--- src/rtl/head_table_lookup.sv ---
// Head table lookup stage: reads each command's bucket head pointer from the head table,
// folds in head-table writes issued while the command is in flight or buffered, and bulk-clears the table.
module head_table_lookup #(
  parameter int KEY_WIDTH      = 32,
  parameter int VALUE_WIDTH    = 16,
  parameter int OPCODE_WIDTH   = 2,
  parameter int BUCKET_WIDTH   = 8,
  parameter int HEAD_PTR_WIDTH = 8,
  parameter int RAM_LATENCY    = 2,
  parameter int OUT_FIFO_DEPTH = 4
) (
  input  logic                      clk_i,
  input  logic                      rst_n_i,
  input  logic [KEY_WIDTH-1:0]      in_key_i,
  input  logic [VALUE_WIDTH-1:0]    in_value_i,
  input  logic [OPCODE_WIDTH-1:0]   in_opcode_i,
  input  logic [BUCKET_WIDTH-1:0]   in_bucket_i,
  input  logic                      in_valid_i,
  output logic                      in_ready_o,
  output logic [KEY_WIDTH-1:0]      out_key_o,
  output logic [VALUE_WIDTH-1:0]    out_value_o,
  output logic [OPCODE_WIDTH-1:0]   out_opcode_o,
  output logic [BUCKET_WIDTH-1:0]   out_bucket_o,
  output logic [HEAD_PTR_WIDTH-1:0] out_head_ptr_o,
  output logic                      out_head_ptr_val_o,
  output logic                      out_valid_o,
  input  logic                      out_ready_i,
  input  logic [BUCKET_WIDTH-1:0]   ht_wr_addr_i,
  input  logic [HEAD_PTR_WIDTH-1:0] ht_wr_ptr_i,
  input  logic                      ht_wr_ptr_val_i,
  input  logic                      ht_wr_en_i,
  input  logic                      clear_run_i,
  output logic                      clear_done_o,
  output logic [1:0]                dbg_state_o
);

  localparam int DEPTH = 2 ** BUCKET_WIDTH;
  localparam int PTR_W = $clog2(OUT_FIFO_DEPTH);
  localparam int CNT_W = PTR_W + 1;
  localparam int OCC_W = CNT_W + 1;

  typedef enum logic [1:0] {
    S_IDLE  = 2'd0,
    S_DRAIN = 2'd1,
    S_CLEAR = 2'd2
  } state_t;

  typedef struct packed {
    logic [KEY_WIDTH-1:0]      key;
    logic [VALUE_WIDTH-1:0]    value;
    logic [OPCODE_WIDTH-1:0]   opcode;
    logic [BUCKET_WIDTH-1:0]   bucket;
    logic [HEAD_PTR_WIDTH-1:0] head_ptr;
    logic                      head_val;
  } entry_t;

  state_t                    state;
  logic [BUCKET_WIDTH-1:0]   clr_cnt;
  logic                      ready_en_q;

  logic [HEAD_PTR_WIDTH:0]   head_mem [0:DEPTH-1];
  logic [HEAD_PTR_WIDTH:0]   wr_head;

  logic                      s1_valid;
  logic                      s2_valid;
  entry_t                    s1;
  entry_t                    s2;
  entry_t                    in_entry;

  entry_t                    fifo_mem [0:OUT_FIFO_DEPTH-1];
  logic [PTR_W-1:0]          wr_ptr;
  logic [PTR_W-1:0]          rd_ptr;
  logic [CNT_W-1:0]          fifo_used;
  entry_t                    head_entry;

  logic [1:0]                inflight;
  logic [OCC_W-1:0]          occupancy;
  logic                      accept;
  logic                      push;
  logic                      pop;

  // Valid/ready: a transfer happens on a cycle where valid && ready are both high; the sender
  // holds its payload while valid is high and ready is low. Both sides of this block follow that rule.
  assign accept = in_valid_i && in_ready_o;
  assign push   = s2_valid;
  assign pop    = out_valid_o && out_ready_i;

  assign wr_head   = {ht_wr_ptr_i, ht_wr_ptr_val_i};
  assign inflight  = {1'b0, s1_valid} + {1'b0, s2_valid};
  assign occupancy = OCC_W'(fifo_used) + OCC_W'(inflight);

  // Credit counts in-flight reads as occupied, and ignores a same-cycle pop, so the FIFO cannot overflow.
  assign in_ready_o = ready_en_q && (state == S_IDLE) && (occupancy < OCC_W'(OUT_FIFO_DEPTH));

  function automatic entry_t fwd(input entry_t e, input logic wr_en,
                                 input logic [BUCKET_WIDTH-1:0] wr_addr,
                                 input logic [HEAD_PTR_WIDTH:0] wr_data);
    entry_t r;
    r = e;
    if (wr_en && (e.bucket == wr_addr)) begin
      {r.head_ptr, r.head_val} = wr_data;
    end
    return r;
  endfunction

  always_comb begin
    in_entry          = '0;
    in_entry.key      = in_key_i;
    in_entry.value    = in_value_i;
    in_entry.opcode   = in_opcode_i;
    in_entry.bucket   = in_bucket_i;
    {in_entry.head_ptr, in_entry.head_val} = head_mem[in_bucket_i];
  end

  // Table contents are intentionally not reset; a bulk clear is the way to initialise them.
  always_ff @(posedge clk_i) begin
    if (state == S_CLEAR) begin
      head_mem[clr_cnt] <= '0;
    end else if (ht_wr_en_i) begin
      head_mem[ht_wr_addr_i] <= wr_head;
    end
  end

  // Two-stage read path; each stage picks up any write to its bucket in that cycle.
  always_ff @(posedge clk_i or negedge rst_n_i) begin
    if (!rst_n_i) begin
      s1_valid <= 1'b0;
      s2_valid <= 1'b0;
      s1       <= '0;
      s2       <= '0;
    end else begin
      s1_valid <= accept;
      s2_valid <= s1_valid;
      if (accept) begin
        s1 <= fwd(in_entry, ht_wr_en_i, ht_wr_addr_i, wr_head);
      end
      s2 <= fwd(s1, ht_wr_en_i, ht_wr_addr_i, wr_head);
    end
  end

  // First-word-fall-through buffer. Every slot keeps absorbing writes, so an entry always carries
  // the newest head for its bucket up to (but not including) the cycle it is popped.
  always_ff @(posedge clk_i or negedge rst_n_i) begin
    if (!rst_n_i) begin
      for (int i = 0; i < OUT_FIFO_DEPTH; i++) begin
        fifo_mem[i] <= '0;
      end
      wr_ptr    <= '0;
      rd_ptr    <= '0;
      fifo_used <= '0;
    end else begin
      for (int i = 0; i < OUT_FIFO_DEPTH; i++) begin
        fifo_mem[i] <= fwd(fifo_mem[i], ht_wr_en_i, ht_wr_addr_i, wr_head);
      end
      if (push) begin
        fifo_mem[wr_ptr] <= fwd(s2, ht_wr_en_i, ht_wr_addr_i, wr_head);
        wr_ptr           <= wr_ptr + PTR_W'(1);
      end
      if (pop) begin
        rd_ptr <= rd_ptr + PTR_W'(1);
      end
      case ({push, pop})
        2'b10:   fifo_used <= fifo_used + CNT_W'(1);
        2'b01:   fifo_used <= fifo_used - CNT_W'(1);
        default: fifo_used <= fifo_used;
      endcase
    end
  end

  assign head_entry         = fifo_mem[rd_ptr];
  assign out_key_o          = head_entry.key;
  assign out_value_o        = head_entry.value;
  assign out_opcode_o       = head_entry.opcode;
  assign out_bucket_o       = head_entry.bucket;
  assign out_head_ptr_o     = head_entry.head_ptr;
  assign out_head_ptr_val_o = head_entry.head_val;
  assign out_valid_o        = (fifo_used != '0);

  // Clear sequencer. A clear request in IDLE is taken even if a command is accepted in the same
  // cycle; DRAIN then waits for that command to leave before the table is wiped.
  always_ff @(posedge clk_i or negedge rst_n_i) begin
    if (!rst_n_i) begin
      state        <= S_IDLE;
      clr_cnt      <= '0;
      clear_done_o <= 1'b0;
      ready_en_q   <= 1'b0;
    end else begin
      ready_en_q   <= 1'b1;
      clear_done_o <= 1'b0;
      case (state)
        S_IDLE: begin
          if (clear_run_i) begin
            state <= S_DRAIN;
          end
        end
        S_DRAIN: begin
          if (!s1_valid && !s2_valid && (fifo_used == '0)) begin
            state   <= S_CLEAR;
            clr_cnt <= '0;
          end
        end
        S_CLEAR: begin
          if (clr_cnt == '1) begin
            clear_done_o <= 1'b1;
            state        <= S_IDLE;
          end else begin
            clr_cnt <= clr_cnt + BUCKET_WIDTH'(1);
          end
        end
        default: state <= S_IDLE;
      endcase
    end
  end

  assign dbg_state_o = state;

  a_no_write_in_clear: assert property (@(posedge clk_i) disable iff (!rst_n_i)
    !((state == S_CLEAR) && ht_wr_en_i));
  a_inflight_bound: assert property (@(posedge clk_i) disable iff (!rst_n_i)
    32'(inflight) <= RAM_LATENCY);
  a_fifo_bound: assert property (@(posedge clk_i) disable iff (!rst_n_i)
    32'(fifo_used) <= OUT_FIFO_DEPTH);

endmodule

--- config.mk ---
export PLATFORM = sky130hd
export DESIGN_NAME = head_table_lookup
export DESIGN_NICKNAME = d
export VERILOG_FILES = /design/src/rtl/head_table_lookup.sv
export SDC_FILE = /design/constraint.sdc
export NUM_CORES = 2
export LEC_CHECK = 0
export BUFFER_PORTS_ARGS = -buffer_cell sky130_fd_sc_hd__buf_2
export CAP_MARGIN = 20
export CORE_UTILIZATION = 63
export DETAILED_ROUTE_END_ITERATION = 10
export MAX_ROUTING_LAYER = met4
export PLACE_DENSITY = 0.77
export SLEW_MARGIN = 20
export SYNTH_ARGS = -nofsm -noshare
export SYNTH_HDL_FRONTEND = slang
export SYNTH_SLANG_ARGS = --single-unit
--- constraint.sdc ---
create_clock -name clk_i -period 10.89 [get_ports clk_i]
set_input_delay 0.5445 -clock clk_i [delete_from_list [all_inputs] [get_ports clk_i]]
set_output_delay 0.5445 -clock clk_i [all_outputs]
set_load 0.03 [all_outputs]
# After elaboration in Yosys (flattened, before gate mapping)
# Memories as Yosys holds them, arrays and structs flattened. A register that Yosys moved wholly into a read port is not among the register bits.
# Index checks and enable logic that the tools add are counted.
totals:
  regBits: 414
  ram_bits: 2304
  in_bits: 81
  output_inout_bits: 72
  elab_cells: 128
  n_memories: 1
memory_table:
  columns: ["name", "depth", "word_bits", "read_ports", "rd_clocked_by_memory_dff", "wr", "line_no", "text"]
  rows:
  - ["head_mem", 256, 9, 1, 1, 1, "61", "logic [HEAD_PTR_WIDTH:0] head_mem [0:DEPTH-1];"]
op_classes:
  n_addsub: 7
  n_lt_le_gt_ge: 4
  eq_ne: 15
  mux: 32
  n_bitwise: 2
  n_reduce_logical: 24
ops:
  columns: ["cell", "count"]
  rows:
  - ["$bwmux W268", 1]
  - ["$mux W210", 1]
  - ["$mux W67", 3]
  - ["$bmux W67 S2", 1]
  - ["$demux W67 S2", 1]
  - ["$mux W9", 8]
  - ["$eq A8 B8 Y1", 6]
  - ["$mux W8", 3]
  - ["$pmux W8 S2", 1]
  - ["$logic_and A1 B1 Y1", 13]
  - ["$reduce_or A9 Y1", 1]
  - ["$add A8 B1 Y8 const B", 1]
  - ["$eq A8 B8 Y1 const B", 1]
  - ["$mux W1", 8]
  - ["$ge A3 B3 Y1 const B", 2]
  - ["$mux W2", 3]
  - ["$ne A2 B2 Y1 const B", 3]
  - ["$not A2 Y3", 2]
  - ["$pmux W2 S3", 1]
  - ["$pmux W3 S2", 1]
  - ["$reduce_and A3 Y1", 2]
  - ["$add A2 B1 Y2 const B", 2]
  - ["$add A3 B2 Y4", 1]
  - ["$eq A2 B1 Y1 const B", 2]
  - ["other kinds (12)", 16]

# Longest topological paths before layout
logic_depth:
  depth_word: 7
  mapped_depth: 13
  ltp_nobuf: 8

# Least setup slack after synthesis
# OpenSTA, ideal clock, no wires.
synth_timing:
  kind: "register to register"
  start: "register state[0] (netlist: dbg_state_o[0])"
  end: "memory head_mem[0][0] (netlist name), data pin"
  setup_time_ps: 1393
  t_arrival_ps: 7328
  required_time_ps: 9497
  setup_slack_ps: 2169
  path_stages_with_launch: 6
  path_buffers: 2
  synth_period_minus_slack_ps: 8721
  path_cell_list: "dfrtp_1 -> nand2b_1 -> nand2_1 -> clkbuf_1 -> clkbuf_1 -> nor2_1"
synth_via:
  elab_chain_cells: 5
synth_rtl:
  columns: ["element", "line_no", "text"]
  rows:
  - ["start: declaration", "57", "state_t state;"]
  - ["start signal: assignment", "183", "state <= S_IDLE;"]
  - ["start signal: assignment", "193", "state <= S_DRAIN;"]
  - ["start signal: assignment", "198", "state <= S_CLEAR;"]
  - ["$eq A2 B2 Y1", "117", "if (state == S_CLEAR) begin"]
  - ["$mux W1", "117", null]
  - ["$mux W1 (implied by the code)", "120", "head_mem[ht_wr_addr_i] <= wr_head;"]
  - ["$reduce_or A9 Y1 (no line)", null, null]
  - ["$mux W9 (no line)", null, null]
  - ["end: declaration", "61", null]
# Every way passes these cells.

# Worst setup path after layout
layout_timing:
  start: "register state[1] (netlist: dbg_state_o[1])"
  end: "memory head_mem[207][5] (netlist name), enable pin"
layout_via:
  elab_chain_cells: 5
  word_cells_on_any_way: 8
  classes_between: "1 x eq/ne; 6 x mux; 1 x reduce/logical"
layout_rtl:
  columns: ["element", "line_no"]
  rows:
  - ["$eq A2 B2 Y1 *", "117"]
  - ["$mux W1", "117"]
  - ["$mux W1 (implied by the code)", "120"]
  - ["$reduce_or A9 Y1 (no line)", null]
  - ["$mux W8 (no line) / $mux W1 (equally long branches)", null]
# Every way passes the cells marked *; elsewhere a longest branch is shown, timed or not.

==> out/qor_table.md <==
| Quantity | This run |
|---|---|
| Status | finished, final reports clean |
| Number of nets at the end of the flow | 5830 |
| Total Die Area | 172000 µm² |
| Number of synthesized flops with an enable pin | 2304 |
| Power density over the cells | 202 nW/µm² |
| Final hold violation count | 0 |
| Starting density of the core | 0.635 |
| Ordered cell list for the critical path | nor2b_1 -> nor2_1 -> buf_4 -> o31ai_1 -> nand3_1 -> nor2_1 |
| Endpoint class of the critical path | register |
| Post-synthesis sequential area ratio | 0.741 |
| Number of global-route vias before repair | 56705 |
| Top cell family by delay on the critical path | simple AND/OR/NAND/NOR gates |
| Post-route standard cell area excluding fillers | 120000 µm² |
| Critical Path Most Common Cell | sky130_fd_sc_hd__nor2_1 |
| Area of the mapped netlist | 108000 µm² |
| Number of non-filler instances in the completed layout | 8171 |
| Synth Register Bits | 2727 |
| Number of H-tree levels | 5 |
| Horizontal extent of the die | 415 µm |
| Final routed DRC violation total | 0 |
| Unique cell type count in the Yosys netlist | 75 |
| Most frequent cells in the layout | sky130_fd_sc_hd__edfxtp_1, sky130_fd_sc_hd__mux4_2, sky130_fd_sc_hd__dfrtp_1 |
| Initial antenna violation count | 12 |
| Placed instance count | 7611 |
| Post-layout minimum cycle time | 4.68 ns |
| Grt total ovfl | 0 |
| Required time at the worst-slack endpoint | 11.40 ns |
| Resized cells post-CTS | 0 |
| Number of buffers and inverters on the critical path | 1 |
| Worst setup SP type | register |
| Number of buffers between clock root and the deepest sink | 4 |
| Routed via count | 56148 |
| Most common cell after layout, fill and taps aside | sky130_fd_sc_hd__edfxtp_1 |
| Hold Path Class | in2reg |
| Root buf cell | sky130_fd_sc_hd__clkbuf_16 |
| CP max stage delay | 1.15 ns |
| Reg2Reg Launch Point | dbg_state_o[1] |
| Commonest register cell after synthesis | sky130_fd_sc_hd__edfxtp_1 |
| Final setup violation count | 0 |
| Setup repair after global routing missed its margin | false |
| Share of layout cells above drive strength 1 | 0.252 |
| Via/cell ratio | 6.87 |
| Worst-path fanout max | 22 |
| Remaining antenna violation count after routing | 0 |
| First-pass DRT Iterations | 6 |
| Skew final | 0.0543 ns |
| Maximum VDD drop | 0.182 mV |
| Area added between synthesis and finish | 11.2% |
| Detailed-placement wirelength estimate | 154000 µm |
| Last weighted congestion value of the routability-driven placer | 0.935 |
| Synthesized net count | 5552 |
| Count of mapped cells out of synthesis | 5463 |
| Num CTS Buffers | 282 |
| Die H | 415 µm |
| Pin count of the biggest net entering global routing | 257 |
| First-iteration detailed-routing DRC count | 7794 |
| Worst endpoint data arrival time | 5.19 ns |
| Maximum Capacitance Violations | 0 |
| Post-Route Setup TNS | 0 ns |
| Synth async-reset ratio | 0.155 |
| Worst Path Class, Setup | reg2reg |
| Critical path's slowest cell | sky130_fd_sc_hd__nor2_1 |
| Routed wire length | 268000 µm |
| Row count | 151 |
| Clk slew on worst S/H paths | 0.07 ns |
| Max Fclk | 214 MHz |
| Count of warnings emitted by yosys | 0 |
| Total core area | 169000 µm² |
| Placed Instance Area | 110000 µm² |
| Global-route wire length before repair | 390000 µm |
| WL/cell | 32.8 µm |
| Final Max Slew Viols | 0 |
| Timing startpoint of the critical path | dbg_state_o[1] |
| Total GRT Usage | 0.323 |
| CTS tree | yes |
| Worst hold slack across all endpoints | 0.0611 ns |
| CTS sink count | 2727 |
| Worst rel slew slack | 0.0953 |
| Number of I/O port buffers | 152 |
| Leak Pwr | 41.3 nW |
| Synthesized area per cell | 19.7 µm² |
| Final period utilization | 0.430 |
| Fill cell count | 9791 |
| IO Count | 153 |
| Slew at the pin closest to its max-slew limit | 1.34 ns |
| Clock latency on the worst-skew pair | 0.94 ns |
| HP Start | out_ready_i |
==> synth_stat cells, types with 13 or more instances <==
master,count,area (µm²)
sky130_fd_sc_hd__dfrtp_1,423,10600
sky130_fd_sc_hd__nand4_1,16,100
sky130_fd_sc_hd__xor2_1,41,359
sky130_fd_sc_hd__buf_6,43,484
sky130_fd_sc_hd__nor2b_1,14,87.6
sky130_fd_sc_hd__nand2b_1,29,181
sky130_fd_sc_hd__o221ai_1,57,499
sky130_fd_sc_hd__edfxtp_1,2304,69200
sky130_fd_sc_hd__a211oi_1,19,143
sky130_fd_sc_hd__nand2_1,242,908
sky130_fd_sc_hd__inv_1,27,101
sky130_fd_sc_hd__o21ai_0,36,180
sky130_fd_sc_hd__mux2i_1,211,2110
sky130_fd_sc_hd__clkbuf_1,128,480
sky130_fd_sc_hd__mux2_2,252,2840
sky130_fd_sc_hd__nand3_1,23,115
sky130_fd_sc_hd__buf_2,42,210
sky130_fd_sc_hd__buf_1,46,173
sky130_fd_sc_hd__buf_8,13,195
sky130_fd_sc_hd__xnor2_1,27,236
sky130_fd_sc_hd__o22ai_1,86,538
sky130_fd_sc_hd__mux4_1,26,683
sky130_fd_sc_hd__nor3_1,33,165
sky130_fd_sc_hd__buf_4,25,188
sky130_fd_sc_hd__a2111oi_0,13,114
sky130_fd_sc_hd__a31oi_1,13,81.3
sky130_fd_sc_hd__a22oi_1,93,698
sky130_fd_sc_hd__or2_2,21,131
sky130_fd_sc_hd__a21oi_1,93,465
sky130_fd_sc_hd__a221oi_1,19,166
sky130_fd_sc_hd__mux4_2,558,12600
sky130_fd_sc_hd__nor2_1,340,1280
==> metal layers <==
layer,routed length [µm],vias up,track usage,part of all wire
li1,-,22688,-,-
met1,97300,29247,0.426,0.36
met2,129000,3532,0.489,0.48
met3,28100,681,0.0678,0.10
met4,12900,0,0.152,0.048
met5,0,-,-,0
==> worst register-to-register path, delay by kind of cell, from the launching register on <==
kind / cells / cell delay [ns]
AOI/OAI and AO/OA: 1 / 0.95
buffers and inverters: 1 / 0.22
DFF: 1 / 0.59
and+or+nand+nor: 4 / 2.53
==> state kept, by name (all words and copies together), names as in the netlist, 3 cells and up <==
signal / cells
fifo_used: 3
clr_cnt: 8
s2: 67
head_mem: 2304
fifo_mem: 268
s1: 67
==> worst paths after layout <==
kind | end | slack (ns) | cells past startpoint
setup / recovery | head_mem[207][5] | 6.21 | 6
hold / removal | rd_ptr[0] | 0.06 | 3
setup reg to reg | head_mem[207][5] | 6.21 | 6
hold reg to reg | s2[27] | 0.37 | 0
max in group asynchronous | rd_ptr[0] | 8.43 | 4
min in group asynchronous | s2[38] | 0.27 | 2
==> stage by stage <==
step                setup WS [ns]  power [W]  utilization
floorplan                    2.17     0.0141            -
global placement             5.86     0.0148        0.650
detailed placement           5.87     0.0149        0.650
CTS                          6.44     0.0242        0.705
global route                 6.10     0.0248        0.706
finish                       6.21     0.0241        0.706
==> timing repair <==
action / in CTS / in global routing
buffers inserted: 0 / 0
hold buffers: 61 / 0
endpoints found under the setup margin: 0 / 0
hold endpoints to repair: 176 / 0
==> power by group <==
group          leakage [nW]  internal (W)  switching (W)
logic                  10.4      0.000914        0.00148
clock network          4.31       0.00549        0.00387
registers              26.5        0.0120       0.000428
total                  41.3        0.0184        0.00578
==> kinds of logic after synthesis <==
| family | Yosys count | synth area share |
|---|---|---|
| AOI/OAI and AO/OA | 495 | 0.0317 |
| xor gates and xnor gates | 68 | 0.00554 |
| adders and majority gates | 8 | 0.00100 |
| buffers and inverters | 347 | 0.0200 |
| DFF | 2727 | 0.741 |
| muxes | 1047 | 0.169 |
| other | 1 | 0.0000349 |
| and+or+nand+nor | 770 | 0.0311 |
==> final cells by class <==
type                            instances  area (µm²)  area share
Antenna cell                           18        45.0    0.000376
Multi-Input combinational cell       2389       25900       0.216
Tap cell                             2218        2780      0.0232
Inverter                               29         111    0.000930
Clock buffer                          356        7620      0.0637
Sequential cell                      2727       79800       0.667
Clock inverter                        122        1160     0.00973
Timing Repair Buffer                  312        2320      0.0194
Note: power is estimated with default switching activity, not from simulation.
